<file path="src/rtl/reg_file_loader_if.sv">
// Bundle of the loader's control, stream and register-file write-port signals.
// master: word source / test side; slave: the loader itself.
interface reg_file_loader_if #(
    parameter int WIDTH_ADDR   = 4,
    parameter int WIDTH_VECTOR = 8,
    parameter int N            = 32
);
    logic                         start;
    logic [WIDTH_ADDR-1:0]        start_addr;
    logic [N-1:0]                 s_data;
    logic                         s_valid;
    logic                         s_last;
    logic                         s_ready;
    logic [WIDTH_VECTOR-1:0]      wec;
    logic [WIDTH_ADDR-1:0]        addrc;
    logic [WIDTH_VECTOR*N-1:0]    wdata_c;
    logic                         busy;
    logic                         done;
    logic [WIDTH_ADDR:0]          vec_count;

    modport master (
        output start, start_addr, s_data, s_valid, s_last,
        input  s_ready, wec, addrc, wdata_c, busy, done, vec_count
    );

    modport slave (
        input  start, start_addr, s_data, s_valid, s_last,
        output s_ready, wec, addrc, wdata_c, busy, done, vec_count
    );
endinterface

</file>
<file path="src/rtl/reg_file_loader.sv">
// Packs a word stream lane by lane into vectors and writes them to the register file.
// Option: REG_FILE_LOADER_ZERO_FILL_EN makes every write full-width, zeroing unfilled lanes.
module reg_file_loader #(
    parameter int WIDTH_ADDR   = 4,
    parameter int WIDTH_VECTOR = 8,
    parameter int N            = 32
) (
    input  logic               clk,
    input  logic               rst_n,
    reg_file_loader_if.slave   bus
);

    localparam int LW = (WIDTH_VECTOR > 1) ? $clog2(WIDTH_VECTOR) : 1;
    localparam logic [LW-1:0] LANE_MAX = LW'(WIDTH_VECTOR - 1);

    typedef enum logic [1:0] {IDLE, FILL, WRITE, DONE} state_t;

    state_t                      state_q;
    logic [WIDTH_ADDR-1:0]       addr_q;
    logic [WIDTH_ADDR-1:0]       addrc_q;
    logic [LW-1:0]               lane_q;
    logic [WIDTH_VECTOR-1:0]     mask_q;
    logic [WIDTH_VECTOR-1:0]     wec_q;
    logic [WIDTH_VECTOR*N-1:0]   buf_q;
    logic [WIDTH_VECTOR*N-1:0]   wdata_q;
    logic                        last_seen_q;
    logic [WIDTH_ADDR:0]         cnt_q;

    logic                        xfer;
    logic                        vec_end;
    logic [WIDTH_VECTOR*N-1:0]   buf_d;
    logic [WIDTH_VECTOR-1:0]     mask_d;
    logic [WIDTH_VECTOR*N-1:0]   wdata_d;
    logic [WIDTH_VECTOR-1:0]     wec_d;

    // Status outputs decode straight from the registered state.
    assign bus.s_ready   = (state_q == FILL);
    assign bus.busy      = (state_q != IDLE);
    assign bus.done      = (state_q == DONE);
    assign bus.wec       = wec_q;
    assign bus.addrc     = addrc_q;
    assign bus.wdata_c   = wdata_q;
    assign bus.vec_count = cnt_q;

    // Buffer/mask with the current word merged in, and the write image built from them.
    always_comb begin
        xfer    = (state_q == FILL) && bus.s_valid;
        vec_end = xfer && ((lane_q == LANE_MAX) || bus.s_last);
        buf_d   = buf_q;
        mask_d  = mask_q;
        if (xfer) begin
            buf_d[int'(lane_q)*N +: N] = bus.s_data;
            mask_d[lane_q]             = 1'b1;
        end
        wdata_d = buf_d;
        wec_d   = mask_d;
`ifdef REG_FILE_LOADER_ZERO_FILL_EN
        wec_d = '1;
        for (int i = 0; i < WIDTH_VECTOR; i++) begin
            if (!mask_d[i]) begin
                wdata_d[i*N +: N] = '0;
            end
        end
`endif
    end

    // Sequencer: fill lanes, issue one write per vector, signal completion.
    always_ff @(posedge clk or negedge rst_n) begin
        if (!rst_n) begin
            state_q     <= IDLE;
            addr_q      <= '0;
            addrc_q     <= '0;
            lane_q      <= '0;
            mask_q      <= '0;
            wec_q       <= '0;
            buf_q       <= '0;
            wdata_q     <= '0;
            last_seen_q <= 1'b0;
            cnt_q       <= '0;
        end else begin
            unique case (state_q)
                IDLE: begin
                    if (bus.start) begin
                        addr_q      <= bus.start_addr;
                        lane_q      <= '0;
                        mask_q      <= '0;
                        cnt_q       <= '0;
                        last_seen_q <= 1'b0;
                        state_q     <= FILL;
                    end
                end
                FILL: begin
                    if (xfer) begin
                        buf_q  <= buf_d;
                        mask_q <= mask_d;
                        lane_q <= lane_q + 1'b1;
                        if (bus.s_last) begin
                            last_seen_q <= 1'b1;
                        end
                    end
                    if (vec_end) begin
                        wec_q   <= wec_d;
                        addrc_q <= addr_q;
                        wdata_q <= wdata_d;
                        state_q <= WRITE;
                    end
                end
                WRITE: begin
                    wec_q  <= '0;
                    addr_q <= addr_q + 1'b1;
                    lane_q <= '0;
                    mask_q <= '0;
                    if (cnt_q != '1) begin
                        cnt_q <= cnt_q + 1'b1;
                    end
                    state_q <= last_seen_q ? DONE : FILL;
                end
                DONE: begin
                    state_q <= IDLE;
                end
                default: begin
                    state_q <= IDLE;
                end
            endcase
        end
    end

endmodule

</file>
<file path="src/flat_wrapper.sv">
// flat-port wrapper written by rule: the top's interface ports become plain ports
module reg_file_loader_flat 
#(
    parameter int WIDTH_ADDR   = 4,
    parameter int WIDTH_VECTOR = 8,
    parameter int N            = 32
)
  (clk, rst_n, bus_start, bus_start_addr, bus_s_data, bus_s_valid, bus_s_last, bus_s_ready, bus_wec, bus_addrc, bus_wdata_c, bus_busy, bus_done, bus_vec_count);
  reg_file_loader_if #(.WIDTH_ADDR(WIDTH_ADDR), .WIDTH_VECTOR(WIDTH_VECTOR), .N(N)) bus_i ();
  input  logic clk;
  input  logic rst_n;
  input wire logic [$bits(bus_i.start)-1:0] bus_start;
  input wire logic [$bits(bus_i.start_addr)-1:0] bus_start_addr;
  input wire logic [$bits(bus_i.s_data)-1:0] bus_s_data;
  input wire logic [$bits(bus_i.s_valid)-1:0] bus_s_valid;
  input wire logic [$bits(bus_i.s_last)-1:0] bus_s_last;
  output wire logic [$bits(bus_i.s_ready)-1:0] bus_s_ready;
  output wire logic [$bits(bus_i.wec)-1:0] bus_wec;
  output wire logic [$bits(bus_i.addrc)-1:0] bus_addrc;
  output wire logic [$bits(bus_i.wdata_c)-1:0] bus_wdata_c;
  output wire logic [$bits(bus_i.busy)-1:0] bus_busy;
  output wire logic [$bits(bus_i.done)-1:0] bus_done;
  output wire logic [$bits(bus_i.vec_count)-1:0] bus_vec_count;
  assign bus_i.start = bus_start;
  assign bus_i.start_addr = bus_start_addr;
  assign bus_i.s_data = bus_s_data;
  assign bus_i.s_valid = bus_s_valid;
  assign bus_i.s_last = bus_s_last;
  assign bus_s_ready = bus_i.s_ready;
  assign bus_wec = bus_i.wec;
  assign bus_addrc = bus_i.addrc;
  assign bus_wdata_c = bus_i.wdata_c;
  assign bus_busy = bus_i.busy;
  assign bus_done = bus_i.done;
  assign bus_vec_count = bus_i.vec_count;
  reg_file_loader #(.WIDTH_ADDR(WIDTH_ADDR), .WIDTH_VECTOR(WIDTH_VECTOR), .N(N)) u_core (.clk(clk), .rst_n(rst_n), .bus(bus_i));
endmodule
</file>
<file path="config.mk">
export PLATFORM = sky130hd
export DESIGN_NAME = reg_file_loader_flat
export DESIGN_NICKNAME = d
export VERILOG_FILES = /design/src/rtl/reg_file_loader_if.sv /design/src/rtl/reg_file_loader.sv /design/src/flat_wrapper.sv
export SDC_FILE = /design/constraint.sdc
export NUM_CORES = 1
export LEC_CHECK = 0
export ABC_AREA = 1
export BUFFER_PORTS_ARGS = -buffer_cell sky130_fd_sc_hd__buf_2
export CORE_MARGIN = 2
export CORE_UTILIZATION = 50
export CTS_BUF_LIST = sky130_fd_sc_hd__clkbuf_8 sky130_fd_sc_hd__clkbuf_16
export DETAILED_ROUTE_END_ITERATION = 6
export MAX_ROUTING_LAYER = met4
export PLACE_DENSITY = 0.69
export SYNTH_ARGS = -nofsm -noshare
export SYNTH_HDL_FRONTEND = slang
export SYNTH_SLANG_ARGS = --single-unit
</file>
<file path="constraint.sdc">
create_clock -name clk -period 2.2 [get_ports clk]
set_input_delay 0.11 -clock clk [delete_from_list [all_inputs] [get_ports clk]]
set_output_delay 0.11 -clock clk [all_outputs]
set_load 0.01 [all_outputs]
</file>
# --- After elaboration in Yosys (flattened, before gate mapping) ---
# Cells that the tools add are included.
op_classes:
  add_sub_neg: 4
  n_lt_le_gt_ge: 2
  eq_ne: 10
  shifts: 2
  n_mux: 26
  bitwise_logic: 1
  n_reduce_logical: 18
op_table:
  columns: ["operator", "count"]
  rows:
  - ["bitwise mux 256 bit", 1]
  - ["2-to-1 mux 256 bit", 1]
  - ["variable shift 32 x 33 -> 256 bit, first input constant", 1]
  - ["variable part select 32 x 33 -> 256 bit", 1]
  - ["negator 8 -> 33 bit", 1]
  - ["2-to-1 mux 8 bit", 4]
  - ["one-hot mux 8 bit (3 select lines)", 1]
  - ["one-hot mux 8 bit (2 select lines)", 1]
  - ["2-to-1 mux 5 bit", 2]
  - ["one-hot mux 5 bit (2 select lines)", 1]
  - ["AND reduction 2 bit", 5]
  - ["one-hot mux 3 bit (3 select lines)", 1]
  - ["OR 8 bit", 1]
  - ["one-hot mux 2 bit (4 select lines)", 1]
  - ["one-hot mux 4 bit (2 select lines)", 1]
  - ["nonzero test 2 bit", 4]
  - ["2-to-1 mux 2 bit", 3]
  - ["2-to-1 mux 3 bit", 2]
  - ["inequality test 2 x 1 -> 1 bit, second input constant", 3]
  - ["AND reduction 3 bit", 2]
  - ["adder 5 x 1 -> 5 bit, second input constant", 1]
  - ["inequality test 5 bit, second input constant", 1]
  - ["adder 4 x 1 -> 4 bit, second input constant", 1]
  - ["== test 2 bit, second input constant", 2]
  - ["15 further kinds", 21]
word_totals:
  regBits: 547
  out_inout_bits: 276
  wordCells: 73

# --- Longest topological paths before layout ---
depth:
  depth_word: 8
  mapped_depth: 11
  depth_no_buf: 10

# --- Worst setup path after synthesis ---
# OpenSTA, ideal clock, no wires.
synth_path:
  path_type: "register -> register"
  startpoint: "reg u_core.lane_q[1]"
  endpoint: "reg u_core.buf_q[10]"
  arrival_ns: 1.983
  slack_ns: 0.098
  stages_incl_launch_ff: 10
  path_buffers: 1
  synth_period_minus_slack_ns: 2.102
  cell_sequence: "dfrtp_1 > inv_1 > ha_1 > ha_1 > inv_1 > nand2_1 > nor2_1 > clkbuf_1 > nand3_1 > and2_1"
synth_between:
  elab_chain_cells: 4
synth_lines:
  columns: ["element", "line", "text"]
  rows:
  - ["start: declaration", "reg_file_loader.sv:21", "logic [LW-1:0] lane_q;"]
  - ["start signal: assignment", "reg_file_loader.sv:96", "lane_q <= lane_q + 1'b1;"]
  - ["negator 8 -> 33 bit (*)", "reg_file_loader.sv:52", "buf_d[int'(lane_q)*N +: N] = bus.s_data;"]
  - ["variable part select 32 x 33 -> 256 bit or variable shift 32 x 33 -> 256 bit (tied branches)", "reg_file_loader.sv:52", null]
  - ["bitwise mux 256 bit (*)", "reg_file_loader.sv:52", null]
  - ["2-to-1 mux 256 bit (*)", "reg_file_loader.sv:51", "if (xfer) begin"]
  - ["end signal: assignment", "reg_file_loader.sv:94", "buf_q <= buf_d;"]
  - ["end: declaration", "reg_file_loader.sv:24", "logic [WIDTH_VECTOR*N-1:0] buf_q;"]
# Mark *: on every way between the ends. The rest lies on a longest branch, timed or not.
# A chain may end at the register's enable or synchronous reset.

# --- Worst setup path in the final report ---
layout_path:
  startpoint: "reg u_core.lane_q[1]"
  endpoint: "reg u_core.buf_q[113]"
# Same word-level chain as after synthesis.

==> flow_metrics.env <==
export IMPL_finalSetupTns_ps=0
export IMPL_final_hold_violation_count=0
export IMPL_area_growth_pct=20.2
export IMPL_tritoncts="yes"
export IMPL_slew_headroom=0.577
export IMPL_rrSetupSlack_ps=90
export IMPL_synth_flop_cell="dfrtp_1"
export IMPL_clock_path_buffers=3
export IMPL_crit_fanout=16
export IMPL_cts_root_buf="clkbuf_16"
export IMPL_layout_drive_gt1_share=0.160
export IMPL_worstReg2RegStart="u_core.lane_q[1]"
export IMPL_status="complete, no violations"
export IMPL_io_buffers=316
export IMPL_grt_use_total=0.301
export IMPL_synth_adder_area_share=0.00524
export IMPL_period_minus_slack_ps=2110
export IMPL_synth_top_family_by_area="simple AND/OR/NAND/NOR gates"
export IMPL_yosysSeqAreaShare=0.573
export IMPL_overflow=0
export IMPL_synth_compound_area_frac=0.00734
export IMPL_dr_pass1_iters=5
export IMPL_start_kind="flop"
export IMPL_synth_area_um2=23900
export IMPL_gp_congestion=0.871
export IMPL_nFillCells=4136
export IMPL_initial_core_util=0.503
export IMPL_wl_per_cell_um=19.2
export IMPL_yosysMostFrequentCell="nand2_1"
export IMPL_synth_top_area_frac=0.573
export IMPL_cp_arrival_ps=2610
export IMPL_routed_wl_um=72500
export IMPL_drv_slew=0
export IMPL_htree_levels=2
export IMPL_drc=0
export IMPL_crit_type="flop to flop"
export IMPL_ys_ff_latch=547
export IMPL_io_pin_count=317
export IMPL_endpoint_kind="flop"
export IMPL_stdcell_area_um2=28700
export IMPL_row_count=80
export IMPL_async_flop_share=1.00
export IMPL_grt_start_max_net_pins=117
export IMPL_finalCritPeriodShare=0.960
export IMPL_clkTransAtPathRegs_ps=70
export IMPL_final_antenna_net_count=0
export IMPL_layout_nets=3165
export IMPL_die_w_um=223
export IMPL_setup_viol=0
export IMPL_vias=20000
export IMPL_numCtsBuffers=56
export IMPL_hold_class="primary input to flop"
export IMPL_synthTopCellsByCount="891 x nand2_1, 547 x dfrtp_1, 487 x nand3_1"
export IMPL_place_area_um2=26500
export IMPL_synth_xor_xnor_area_share=0.000734
export IMPL_rsz0062_at_grt="true"
export IMPL_pwr_density_cell_nw_per_um2=1540
export IMPL_max_vdd_ir_drop_mv=0.766
export IMPL_drt_iter0_markers=1852
export IMPL_routed_via_density=5.29
export IMPL_yosysUniqueCellTypes=28
export IMPL_clock_sinks=547
export IMPL_yosysTopAreaCell="dfrtp_1"
export IMPL_cp_data_required_time_ps=2700
export IMPL_p_leak_nw=14.9
export IMPL_yosys_warnings=0
export IMPL_setup_worst_path_start="u_core.lane_q[1]"
export IMPL_dieHeight_um=223
export IMPL_synth_top_cells_by_area="dfrtp_1 57%, nand2_1 14%, nand3_1 10%, and2_1 6.7%, inv_1 4.9%"
export IMPL_synth_nets=2862
export IMPL_antenna_found_initial=3
export IMPL_core_region_area_um2=47400
export IMPL_hp_start="bus_s_data[24]"
export IMPL_max_cap_violations=0
export IMPL_synth_cells=2811
export IMPL_dp_final_hpwl_um=46500
export IMPL_synthSimpleGateAreaFrac=0.335
export IMPL_die_area_um2=49500
export IMPL_grt_pass1_wl_um=112000
export IMPL_syn_area_per_cell_um2=8.49
export IMPL_finClkSkew_ps=20.4
export IMPL_worst_pin_slew_ps=634
export IMPL_fmax_ghz=0.474
export IMPL_dp_cells=3658
export IMPL_muxShareOfSynthArea=0.000419
export IMPL_synth_edf_count=0
export IMPL_grt_pass1_vias=19400
export IMPL_final_cells=3779
export IMPL_clock_latency_ps=620
[where the power goes]
part           leakage (nW)  switching, mW  internal (mW)
sequential             6.03           2.43           14.7
clock                  1.01           4.05           5.85
combinational          7.85           10.7           6.43
total                  14.9           17.2           27.0
[path summary, 6_finish.rpt]
kind	cells after the start	endpoint
worst max-delay path	11	u_core.buf_q[113]
worst min-delay path	5	u_core.bus.wdata_c[120]
worst max register to register	11	u_core.buf_q[113]
worst min register to register	2	u_core.bus.wdata_c[68]
max in group asynchronous	3	u_core.buf_q[251]
min in group asynchronous	2	u_core.bus.wdata_c[68]
[flip-flops by register name, summed over array words and instances, names as in the netlist]
name	flops
u_core.buf_q	256
u_core.last_seen_q	1
u_core.addr_q	4
u_core.bus.vec_count	5
u_core.bus.wec	8
u_core.mask_q	8
u_core.lane_q	3
u_core.bus.addrc	4
u_core.state_q	2
u_core.bus.wdata_c	256
[through the flow]
| step | hold slack (ps) | total power, mW | setup WS, ps | util |
|---|---|---|---|---|
| 4_1_cts | 9.73 | 44.1 | 50.2 | 0.603 |
| 6_report | 41.6 | 44.1 | 88.4 | 0.605 |
| 3_3_place_gp | 129 | 33.6 | 61.8 | 0.559 |
| 5_1_grt | 55.1 | 47.0 | -23.7 | 0.605 |
| 3_5_place_dp | 130 | 34.1 | 65.6 | 0.559 |
| 2_1_floorplan | -186 | 26.9 | 97.8 | - |
[routing by layer]
layer | track usage | vias up | wire length [µm]
li1 | - | 9365 | -
met1 | 0.417 | 9703 | 31400
met2 | 0.437 | 796 | 32500
met3 | 0.0653 | 125 | 6050
met4 | 0.114 | 0 | 2590
met5 | - | - | 0
[logic make-up (layout without fill, tap and decap cells)]
logic type               count (synthesis)  after routing
AO/OA/AOI/OAI                           33             33
buffers and inverters                  472            821
other                                    0              4
multiplexers                             1              1
adder cells (fa/ha/maj)                 10             10
XOR/XNOR                                 2              2
AND/OR/NAND/NOR                       1746           1746
flip-flops                             547            547
[cell usage in the layout, fill, tap and decap left out, drive strengths merged, types with 21 or more instances in the layout]
cell type	netlist	layout
nand2	892	892
dfrtp	547	547
inv	317	328
clkbuf	81	76
nand4	60	60
and2	256	256
o21ai	21	21
nand3	490	490
buf	73	386
nor2	45	45
[worst max-delay path, stage by stage, from the launching register on]
cell       delay (ps)
dfrtp_1           350
inv_1             100
ha_4              190
ha_4              260
buf_6             130
nand2_1            50
inv_1              60
nand2_1            80
nor2_4            270
clkbuf_16         250
nand2_1            90
and2_1            150
[layout make-up]
| cell class | count | area [µm²] | share of cell area |
|---|---|---|---|
| well taps | 615 | 769 | 0.0268 |
| multi-input cells | 1792 | 8400 | 0.293 |
| repair buffers | 399 | 2690 | 0.0937 |
| diodes | 4 | 10.0 | 0.000349 |
| clock inverters | 30 | 272 | 0.00946 |
| flip-flops and latches | 547 | 13700 | 0.477 |
| clock buffers | 74 | 1660 | 0.0579 |
| inverters | 318 | 1200 | 0.0419 |
[repair_timing]
| action | in CTS | in global routing |
|---|---|---|
| resized for setup | 0 | 7 |
| setup buffers | 0 | 0 |
| endpoints found under the setup margin | 0 | 74 |
| hold endpoints to repair | 317 | 0 |
| hold buffers | 11 | 0 |
Power figures use the tool's default switching activity.
